--- config.mk ---
export PLATFORM = sky130hd
export DESIGN_NAME = vme_slave_responder_flat
export DESIGN_NICKNAME = d
export VERILOG_FILES = /design/src/rtl/vme_slave_responder_if.sv /design/src/rtl/vme_slave_responder.sv /design/src/flat_wrapper.sv
export SDC_FILE = /design/constraint.sdc
export NUM_CORES = 1
export LEC_CHECK = 0
export CORE_MARGIN = 2
export CORE_UTILIZATION = 62
export CTS_CLUSTER_SIZE = 8
export DETAILED_ROUTE_END_ITERATION = 10
export DONT_BUFFER_PORTS = 1
export PLACE_DENSITY = 0.78
export SYNTH_ARGS = -nofsm -noshare
export SYNTH_HDL_FRONTEND = slang
export SYNTH_SLANG_ARGS = --single-unit
export TNS_END_PERCENT = 10
--- constraint.sdc ---
create_clock -name clk -period 5.17 [get_ports clk]
set_input_delay 1.034 -clock clk [delete_from_list [all_inputs] [get_ports clk]]
set_output_delay 1.034 -clock clk [all_outputs]
set_load 0.01 [all_outputs]
--- src/rtl/vme_slave_responder_if.sv ---
// ----------------------------------------------------------------------------
// vme_slave_responder_if
//   Bundles the VME slave-side bus signals and the local register bus of
//   vme_slave_responder.
//   slave  modport : the responder (VME strobes/address in, dtack/berr/data out,
//                    local strobes out, local read data/ack in)
//   master modport : the other side -- crate master plus register bank
// ----------------------------------------------------------------------------
interface vme_slave_responder_if;
    // VME side
    logic [4:0]  ga;
    logic        as;
    logic        ds0;
    logic        ds1;
    logic        write_b;
    logic        lword;
    logic        iack;
    logic [5:0]  am;
    logic [23:1] addr;
    logic [15:0] data_in;
    logic [15:0] data_out;
    logic        oe_b;
    logic        dtack;
    logic        berr;
    // local register bus side
    logic [17:0] loc_addr;
    logic        loc_wr;
    logic        loc_rd;
    logic [15:0] loc_wdata;
    logic [15:0] loc_rdata;
    logic        loc_ack;
    logic        busy;

    modport slave (
        input  ga, as, ds0, ds1, write_b, lword, iack, am, addr, data_in,
        input  loc_rdata, loc_ack,
        output data_out, oe_b, dtack, berr,
        output loc_addr, loc_wr, loc_rd, loc_wdata, busy
    );

    modport master (
        output ga, as, ds0, ds1, write_b, lword, iack, am, addr, data_in,
        output loc_rdata, loc_ack,
        input  data_out, oe_b, dtack, berr,
        input  loc_addr, loc_wr, loc_rd, loc_wdata, busy
    );
endinterface

--- src/rtl/vme_slave_responder.sv ---
// ----------------------------------------------------------------------------
// vme_slave_responder
//   A24/D16 VME slave front end. Synchronises the asynchronous VME strobes,
//   decodes geographic address + address modifier, turns a selected cycle into
//   a single loc_wr/loc_rd pulse on the local register bus and answers the
//   master with dtack (or berr on lword/timeout), driving read data with oe_b.
// Ports
//   clk  : system clock, rising edge
//   rstn : asynchronous reset, active low
//   bus  : vme_slave_responder_if.slave -- VME strobes, address, data,
//          dtack/berr/oe_b, local register bus and busy
// ----------------------------------------------------------------------------
module vme_slave_responder #(
    parameter int         SYNC_STAGES = 2,
    parameter int         TIMEOUT     = 255,
    parameter logic [5:0] AM_DATA     = 6'h39,
    parameter logic [5:0] AM_SUPV     = 6'h3D
) (
    input logic                  clk,
    input logic                  rstn,
    vme_slave_responder_if.slave bus
);

    localparam logic [7:0] TMO_LAST = 8'(TIMEOUT - 1);

    typedef enum logic [2:0] {
        IDLE, DECODE, ACCESS, ACK, ERR, REL, UNSEL
    } state_t;

    state_t state, state_nxt;

    logic [SYNC_STAGES-1:0] as_sync, ds0_sync, ds1_sync, wrb_sync;
    logic as_s, ds0_s, ds1_s, wrb_s;

    // Cycle attributes captured when leaving IDLE
    logic [23:1] addr_q;
    logic [5:0]  am_q;
    logic        rd_q;
    logic        lword_q;
    logic        iack_q;
    logic [15:0] din_q;

    logic [7:0]  tmo_cnt;
    logic        strobe, sel, start_access;

    logic        dtack_r, berr_r, oe_b_r, busy_r, loc_wr_r, loc_rd_r;
    logic [17:0] loc_addr_r;
    logic [15:0] loc_wdata_r, data_out_r;

    // Synchroniser chains; idle level of every strobe is high
    always_ff @(posedge clk or negedge rstn) begin
        if (!rstn) begin
            as_sync  <= '1;
            ds0_sync <= '1;
            ds1_sync <= '1;
            wrb_sync <= '1;
        end else begin
            as_sync  <= {as_sync[SYNC_STAGES-2:0],  bus.as};
            ds0_sync <= {ds0_sync[SYNC_STAGES-2:0], bus.ds0};
            ds1_sync <= {ds1_sync[SYNC_STAGES-2:0], bus.ds1};
            wrb_sync <= {wrb_sync[SYNC_STAGES-2:0], bus.write_b};
        end
    end

    assign as_s   = as_sync[SYNC_STAGES-1];
    assign ds0_s  = ds0_sync[SYNC_STAGES-1];
    assign ds1_s  = ds1_sync[SYNC_STAGES-1];
    assign wrb_s  = wrb_sync[SYNC_STAGES-1];
    assign strobe = !as_s && !ds0_s && !ds1_s;

    // Address/data are stable on the bus once the strobes are seen low
    always_ff @(posedge clk) begin
        if (state == IDLE && strobe) begin
            addr_q  <= bus.addr;
            am_q    <= bus.am;
            rd_q    <= wrb_s;
            lword_q <= bus.lword;
            iack_q  <= bus.iack;
            din_q   <= bus.data_in;
        end
    end

    assign sel = (addr_q[23:19] == bus.ga) &&
                 ((am_q == AM_DATA) || (am_q == AM_SUPV)) && iack_q;

    always_comb begin
        state_nxt = state;
        case (state)
            IDLE:     if (strobe) state_nxt = DECODE;
            DECODE:   if (!sel)          state_nxt = UNSEL;
                      else if (!lword_q) state_nxt = ERR;
                      else               state_nxt = ACCESS;
            // loc_ack has priority over both abort and timeout
            ACCESS:   if (bus.loc_ack)              state_nxt = ACK;
                      else if (as_s)                state_nxt = IDLE;
                      else if (tmo_cnt == TMO_LAST) state_nxt = ERR;
            ACK, ERR: if (ds0_s && ds1_s) state_nxt = REL;
            REL:      state_nxt = IDLE;
            UNSEL:    if (as_s) state_nxt = IDLE;
            default:  state_nxt = IDLE;
        endcase
    end

    assign start_access = (state == DECODE) && (state_nxt == ACCESS);

    // Bus outputs are registered from the next state so they are glitch-free
    always_ff @(posedge clk or negedge rstn) begin
        if (!rstn) begin
            state       <= IDLE;
            tmo_cnt     <= '0;
            dtack_r     <= 1'b1;
            berr_r      <= 1'b1;
            oe_b_r      <= 1'b1;
            busy_r      <= 1'b0;
            loc_wr_r    <= 1'b0;
            loc_rd_r    <= 1'b0;
            loc_addr_r  <= '0;
            loc_wdata_r <= '0;
            data_out_r  <= '0;
        end else begin
            state    <= state_nxt;
            loc_wr_r <= start_access && !rd_q;
            loc_rd_r <= start_access &&  rd_q;
            if (start_access) begin
                loc_addr_r  <= addr_q[18:1];
                loc_wdata_r <= din_q;
                tmo_cnt     <= '0;
            end else if (state == ACCESS) begin
                tmo_cnt <= tmo_cnt + 8'd1;
            end
            if (state == ACCESS && bus.loc_ack && rd_q)
                data_out_r <= bus.loc_rdata;
            dtack_r <= (state_nxt != ACK);
            berr_r  <= (state_nxt != ERR);
            oe_b_r  <= !((state_nxt == ACK) && rd_q);
            busy_r  <= (state_nxt != IDLE);
        end
    end

    assign bus.dtack     = dtack_r;
    assign bus.berr      = berr_r;
    assign bus.oe_b      = oe_b_r;
    assign bus.busy      = busy_r;
    assign bus.loc_wr    = loc_wr_r;
    assign bus.loc_rd    = loc_rd_r;
    assign bus.loc_addr  = loc_addr_r;
    assign bus.loc_wdata = loc_wdata_r;
    assign bus.data_out  = data_out_r;

endmodule

--- src/flat_wrapper.sv ---
// flat-port wrapper written by rule: the top's interface ports become plain ports
module vme_slave_responder_flat 
#(
    parameter int         SYNC_STAGES = 2,
    parameter int         TIMEOUT     = 255,
    parameter logic [5:0] AM_DATA     = 6'h39,
    parameter logic [5:0] AM_SUPV     = 6'h3D
)
  (clk, rstn, bus_ga, bus_as, bus_ds0, bus_ds1, bus_write_b, bus_lword, bus_iack, bus_am, bus_addr, bus_data_in, bus_loc_rdata, bus_loc_ack, bus_data_out, bus_oe_b, bus_dtack, bus_berr, bus_loc_addr, bus_loc_wr, bus_loc_rd, bus_loc_wdata, bus_busy);
  vme_slave_responder_if bus_i ();
  input logic clk;
  input logic rstn;
  input wire logic [$bits(bus_i.ga)-1:0] bus_ga;
  input wire logic [$bits(bus_i.as)-1:0] bus_as;
  input wire logic [$bits(bus_i.ds0)-1:0] bus_ds0;
  input wire logic [$bits(bus_i.ds1)-1:0] bus_ds1;
  input wire logic [$bits(bus_i.write_b)-1:0] bus_write_b;
  input wire logic [$bits(bus_i.lword)-1:0] bus_lword;
  input wire logic [$bits(bus_i.iack)-1:0] bus_iack;
  input wire logic [$bits(bus_i.am)-1:0] bus_am;
  input wire logic [$bits(bus_i.addr)-1:0] bus_addr;
  input wire logic [$bits(bus_i.data_in)-1:0] bus_data_in;
  input wire logic [$bits(bus_i.loc_rdata)-1:0] bus_loc_rdata;
  input wire logic [$bits(bus_i.loc_ack)-1:0] bus_loc_ack;
  output wire logic [$bits(bus_i.data_out)-1:0] bus_data_out;
  output wire logic [$bits(bus_i.oe_b)-1:0] bus_oe_b;
  output wire logic [$bits(bus_i.dtack)-1:0] bus_dtack;
  output wire logic [$bits(bus_i.berr)-1:0] bus_berr;
  output wire logic [$bits(bus_i.loc_addr)-1:0] bus_loc_addr;
  output wire logic [$bits(bus_i.loc_wr)-1:0] bus_loc_wr;
  output wire logic [$bits(bus_i.loc_rd)-1:0] bus_loc_rd;
  output wire logic [$bits(bus_i.loc_wdata)-1:0] bus_loc_wdata;
  output wire logic [$bits(bus_i.busy)-1:0] bus_busy;
  assign bus_i.ga = bus_ga;
  assign bus_i.as = bus_as;
  assign bus_i.ds0 = bus_ds0;
  assign bus_i.ds1 = bus_ds1;
  assign bus_i.write_b = bus_write_b;
  assign bus_i.lword = bus_lword;
  assign bus_i.iack = bus_iack;
  assign bus_i.am = bus_am;
  assign bus_i.addr = bus_addr;
  assign bus_i.data_in = bus_data_in;
  assign bus_i.loc_rdata = bus_loc_rdata;
  assign bus_i.loc_ack = bus_loc_ack;
  assign bus_data_out = bus_i.data_out;
  assign bus_oe_b = bus_i.oe_b;
  assign bus_dtack = bus_i.dtack;
  assign bus_berr = bus_i.berr;
  assign bus_loc_addr = bus_i.loc_addr;
  assign bus_loc_wr = bus_i.loc_wr;
  assign bus_loc_rd = bus_i.loc_rd;
  assign bus_loc_wdata = bus_i.loc_wdata;
  assign bus_busy = bus_i.busy;
  vme_slave_responder #(.SYNC_STAGES(SYNC_STAGES), .TIMEOUT(TIMEOUT), .AM_DATA(AM_DATA), .AM_SUPV(AM_SUPV)) u_core (.clk(clk), .rstn(rstn), .bus(bus_i));
endmodule
==> out/qor.yml, run 1 <==
track_usage: 0.197
clock_sinks: 122
utilization: 0.744
wl_met1_mm: 2.79
overflow: 0
p_leak_nw: 2.10
relSlewSlack: 0.376
wl_met3_um: 710
die_h_um: 88.9
critPathMaxStageDelay_ns: 0.87
numCtsBuffers: 17
clkLatencyLatePin_ns: 0.51
syn_inst: 263
vias: 2182
worst_slew_pin_slew_ns: 0.936
cts_root_buf: "clkbuf_8"
wl_mm: 7.38
critPathKind: "in -> reg"
clock_skew_ns: 0.00576
synth_seq_cells: 122
final_net_count: 351
antenna_cells: 0
grt_pass1_wl_mm: 11.0
synth_area_leader_cell: "dfrtp_1"
hold_class: "in -> async"
clk_pin_slew_ns: 0.05
placementRows: 30
ys_async_sr_fraction: 0.615
worstPathArrival_ns: 2.98
die_w_um: 88.9
place_hpwl_mm: 4.57
crit_fanout: 42
dr.first_iter.drc_count: 69
start_kind: "input pin"
hold_viol_final: 0
worst_ep_required_time_ns: 5.56
setup_viol: 0
areaGrowthSynthToFinish_pct: 14.5
cp_num_buf_inv: 0
ys_types: 44
powerDensity_nw_per_um2: 526
dp.cells: 351
fmax_mhz: 386
final_max_slew_viol_count: 0
ir_drop_mv: 0.263
maxCapViolations: 0
ys_warn_count: 0
grt_antenna_before_repair: 0
critPathSlowestCell: "and3_2"
synth_area_leaders: "dfrtp_1, edfxtp_1, mux2_2"
cpLargestDelayFamily: "simple AND/OR/NAND/NOR gates"
crit_chain: "xor2_1 > nor4_1 > and3_2 > mux2_2"
min_period_ns: 2.59
first_global_vias: 2192
drt-pass1-iter-count: 5
final_cells: 383
maxUsedRoutingLayer: "met4"
place_ws_ns: 2.12
grt_max_degree: 76
finalCritPeriodShare: 0.501
cts_tree: "built"
postCtsSetupBuffers: 0
nFillCells: 412
ys_seq_area_frac: 0.739
io_buffers: 0
drive_gt1_frac: 0.355
cts.repair.resized: 0
viasPerCell: 5.70
syn_nets: 340
netlist_area_sq_um: 4470
htreeDepth: 4
drc_errors: 0
ant_nets: 0
cts.path.max_buffers: 2
setup-tns-final_ns: 0
met2_length_mm: 3.81
place.gp.congestion: 0.760
whs_ns: 0.220
syn_area_per_cell_sq_um: 17.0
die_area_sq_um: 7900
worstSetupEndpointType: "register"
hold_buffers: 0
rsz0062_at_grt: "no"
worst_slack_ns: 2.58
synth_top_area_share: 0.359
synth-edff-count: 47
ys.flop_type: "dfrtp_1"
wl_per_cell_um: 19.3
io_pins: 131
status: "completed"
initial_utilization: 0.650
core_sq_um: 6870
## cell usage after synthesis (4+ instances only)
master	count
dfrtp_1	64
nand4_1	4
mux2_2	50
edfxtp_1	47
nor4_1	5
nand2_1	5
xnor2_1	4
nand3_1	4
xor2_1	8
buf_2	6
dfstp_2	11
nor2_1	15
## registers in the layout (all words and copies together) (netlist names), 3 cells and up
signal and cells:
u_core.addr_q 23, u_core.bus.loc_addr 18, u_core.bus.data_out 16, u_core.bus.loc_wdata 16, u_core.din_q 16, u_core.tmo_cnt 8, u_core.am_q 5, u_core.state 3
## metrics by stage
stage	area [sq um]	power [W]
3_5_place_dp	4550	0.00162
4_1_cts	5110	0.00271
6_report	5110	0.00269
3_3_place_gp	4550	0.00160
2_1_floorplan	4470	0.00156
5_1_grt	5110	0.00281
## area by class of cell
cell class	count	area, sq um	area share
well taps	96	120	0.0235
repair buffers	1	7.51	0.00147
inverters	3	11.3	0.00220
clock buffers	20	435	0.0851
multi-input cells	129	1110	0.217
clock inverters	12	126	0.0247
flip-flops and latches	122	3300	0.646
## cell families after synthesis
kind of cell               after synthesis  share of synthesized area
xor gates and xnor gates                12                     0.0235
DFF                                    122                      0.739
muxes                                   50                      0.126
and+or+nand+nor                         52                     0.0714
adders and majority gates                2                    0.00560
AOI/OAI and AO/OA                       13                     0.0207
buffers and inverters                   12                     0.0134
## final timing paths
path | from | end | slack [ns] | depth (start not counted)
hold / removal | rstn | u_core.state[0]$_DFF_PN0_ | 0.22 | 0
min in group clk | u_core.ds1_sync[0]$_DFF_PN1_ | u_core.ds1_sync[1]$_DFF_PN1_ | 0.36 | 0
max in group asynchronous | rstn | u_core.wrb_sync[0]$_DFF_PN1_ | 4.76 | 0
hold reg to reg | u_core.ds1_sync[0]$_DFF_PN1_ | u_core.ds1_sync[1]$_DFF_PN1_ | 0.36 | 0
setup reg to reg | u_core.am_q[1]$_DFFE_PP_ | u_core.bus.loc_wdata[7]$_DFFE_PN0P_ | 2.72 | 4
setup / recovery | bus_ga[4] | u_core.bus.loc_wdata[7]$_DFFE_PN0P_ | 2.58 | 4
## layout by cell type, fill, tap and decap left out, drive strengths merged, types with 2 or more instances in the layout
cell type  netlist  final
dfrtp           64     64
mux2            50     50
edfxtp          47     47
clkbuf           1     20
nor2            15     15
dfstp           11     11
xor2             8      8
nor4             6      6
clkinv           0      6
nand2            5      5
nand3            5      5
nand4            4      4
xnor2            4      4
clkinvlp         0      4
nor3             3      3
a21oi            3      3
inv              3      3
nand3b           2      2
nor3b            2      2
ha               2      2
bufinv           0      2
or4b             2      2
## routing by layer
| metal | global-route usage | up-vias |
|---|---|---|
| li1 | - | 988 |
| met1 | 0.226 | 1084 |
| met2 | 0.310 | 103 |
| met3 | 0.111 | 7 |
| met4 | 0.0744 | 0 |
| met5 | 0 | - |
## power breakdown
| part | internal (W) | switching (W) |
|---|---|---|
| clock network | 0.000693 | 0.000399 |
| logic | 0.000148 | 0.000136 |
| registers | 0.00116 | 0.000150 |
| total | 0.00201 | 0.000685 |
(Power assumes the default switching activity.)
==> run 2, diff against run 1 <==
==> constraint.sdc (replaced) <==
create_clock -name clk -period 2.4 [get_ports clk]
set_input_delay 0.48 -clock clk [delete_from_list [all_inputs] [get_ports clk]]
set_output_delay 0.48 -clock clk [all_outputs]
set_load 0.01 [all_outputs]
==> run 2 against run 1 <==
Cell count increased by 3.1%. Flip-flop and latch count stayed put. Global-route usage rose by 0.54 points. Setup slack worse by 2.2 ns. Clock-buffer cell count down 2.
==> out/qor.yml, run 2 (same netlist as run 1, synthesis figures left out) <==
critPathKind: "reg -> reg"
drt-pass1-iter-count: 4
p_leak_nw: 2.19
final_cells: 395
largest_reg_flops: 23
grt_antenna_before_repair: 0
io_pins: 131
dp.cells: 357
place.gp.congestion: 0.741
viasPerCell: 5.76
top_register: "u_core.addr_q"
reg2reg_to: "u_core.bus.berr$_DFF_PN1_"
worstPathArrival_ns: 2.48
p_total_w: 0.00612
min_to: "u_core.addr_q[15]$_DFFE_PP_"
whs_ns: 0.0581
cts.repair.resized: 0
wl_mm: 7.59
io_buffers: 0
antenna_cells: 0
grt_max_degree: 76
min_period_ns: 2.06
wl_per_cell_um: 19.2
start_kind: "register"
worstSetupEndpointType: "register"
setup_viol: 0
final_cell_mix: "dfrtp_1, mux2_2, edfxtp_1"
multiInputGateArea_sq_um: 1120
hp-start: "bus_addr[14]"
fmax_mhz: 486
dr.first_iter.drc_count: 143
critPathMaxStageDelay_ns: 0.57
drive_gt1_frac: 0.371
cts_root_buf: "clkbuf_8"
drc_errors: 0
cts.path.max_buffers: 2
hold_viol_final: 0
numCtsBuffers: 17
seqCellArea_sq_um: 3300
clock_skew_ns: 0.00674
place_hpwl_mm: 4.68
clock_sinks: 122
powerDensity_nw_per_um2: 1150
design_area_sq_um: 5310
crit_chain: "or4b_4 > nor4_4 > nor3_1 > or4b_1"
grt_pass1_wl_mm: 11.3
worst_ep_required_time_ns: 2.83
clk_pin_slew_ns: 0.06
vias: 2275
die_w_um: 88.9
maxCapViolations: 0
overflow: 0
die_area_sq_um: 7900
areaGrowthSynthToFinish_pct: 19.0
ant_nets: 0
relSlewSlack: 0.604
status: "completed"
finalCritPeriodShare: 0.858
r2r_start: "u_core.state[2]$_DFF_PN0_"
critPathSlowestCell: "or4b_4"
die_h_um: 88.9
crit_fanout: 11
setup-tns-final_ns: 0
initial_utilization: 0.650
htreeDepth: 4
track_usage: 0.202
cts_tree: "built"
core_sq_um: 6870
reg2reg_depth: 4
ff2ff_setup_slack_ns: 0.34
worst_slew_pin_slew_ns: 0.592
cpLargestDelayFamily: "simple AND/OR/NAND/NOR gates"
final_max_slew_viol_count: 0
hold_depth: 0
final_common_cell: "dfrtp_1"
ir_drop_mv: 0.709
nFillCells: 384
placementRows: 30
placed_cell_area_sq_um: 4620
hold_class: "in -> reg"
final_net_count: 363
rsz0062_at_grt: "no"
cp_num_buf_inv: 0
first_global_vias: 2332
clkLatencyLatePin_ns: 0.51
run 2: cell type report:
type | instances | area share
well taps | 96 | 0.0226
inverters | 3 | 0.00212
multi-input cells | 129 | 0.211
repair buffers | 13 | 0.0268
clock buffers | 18 | 0.0786
clock inverters | 14 | 0.0370
flip-flops and latches | 122 | 0.621
run 2: worst max-delay path by stage:
stage                                   start                             endpoint  slack, ns  cells past startpoint
floorplan           u_core.state[2]$_DFF_PN0_          u_core.addr_q[10]$_DFFE_PP_      0.003                      3
global placement                    bus_ga[4]  u_core.bus.loc_addr[11]$_DFFE_PN0P_       0.39                      5
detailed placement  u_core.state[2]$_DFF_PN0_            u_core.bus.berr$_DFF_PN1_       0.36                      4
CTS                 u_core.state[2]$_DFF_PN0_            u_core.bus.berr$_DFF_PN1_       0.34                      4
global route        u_core.state[2]$_DFF_PN0_            u_core.bus.berr$_DFF_PN1_       0.28                      4
finish              u_core.state[2]$_DFF_PN0_            u_core.bus.berr$_DFF_PN1_       0.34                      4
run 2: per-stage QoR:
step,setup slack [ns],util
2_1_floorplan,0.00302,-
3_3_place_gp,0.393,0.673
3_5_place_dp,0.363,0.673
4_1_cts,0.338,0.774
5_1_grt,0.281,0.774
6_report,0.340,0.774
run 2: power breakdown:
part	switching (W)	leakage (nW)	total (W)	internal [W]
registers	0.000291	1.38	0.00280	0.00251
logic	0.000370	0.522	0.000733	0.000363
clock network	0.000900	0.293	0.00259	0.00169
total	0.00156	2.19	0.00612	0.00456
run 2: layer usage:
layer,global-route usage,wire (um),up-vias
li1,-,-,1011
met1,0.232,2810,1150
met2,0.320,3980,101
met3,0.0886,636,13
met4,0.113,159,0
met5,0,0,-
run 2: repair_timing:
action                                  in CTS  in global routing
setup buffers                                0                  0
hold buffers                                 6                  0
endpoints found under the setup margin       0                  0
hold endpoints to repair                    79                  0
run 2: worst register-to-register path: stages (launching register included):
cell and delay [ns]:
dfrtp_1 0.51, or4b_4 0.57, nor4_4 0.31, nor3_1 0.11
or4b_1 0.47
==> run 3, diff against run 2 <==
--- a/config.mk
+++ b/config.mk
@@ -5,6 +5,7 @@
 export SDC_FILE = /design/constraint.sdc
 export NUM_CORES = 1
 export LEC_CHECK = 0
+export CAP_MARGIN = 20
 export CORE_MARGIN = 2
 export CORE_UTILIZATION = 62
 export CTS_CLUSTER_SIZE = 8
==> results of run 3 <==
No change in the layout: final DEF, timing and power equal those of run 2.
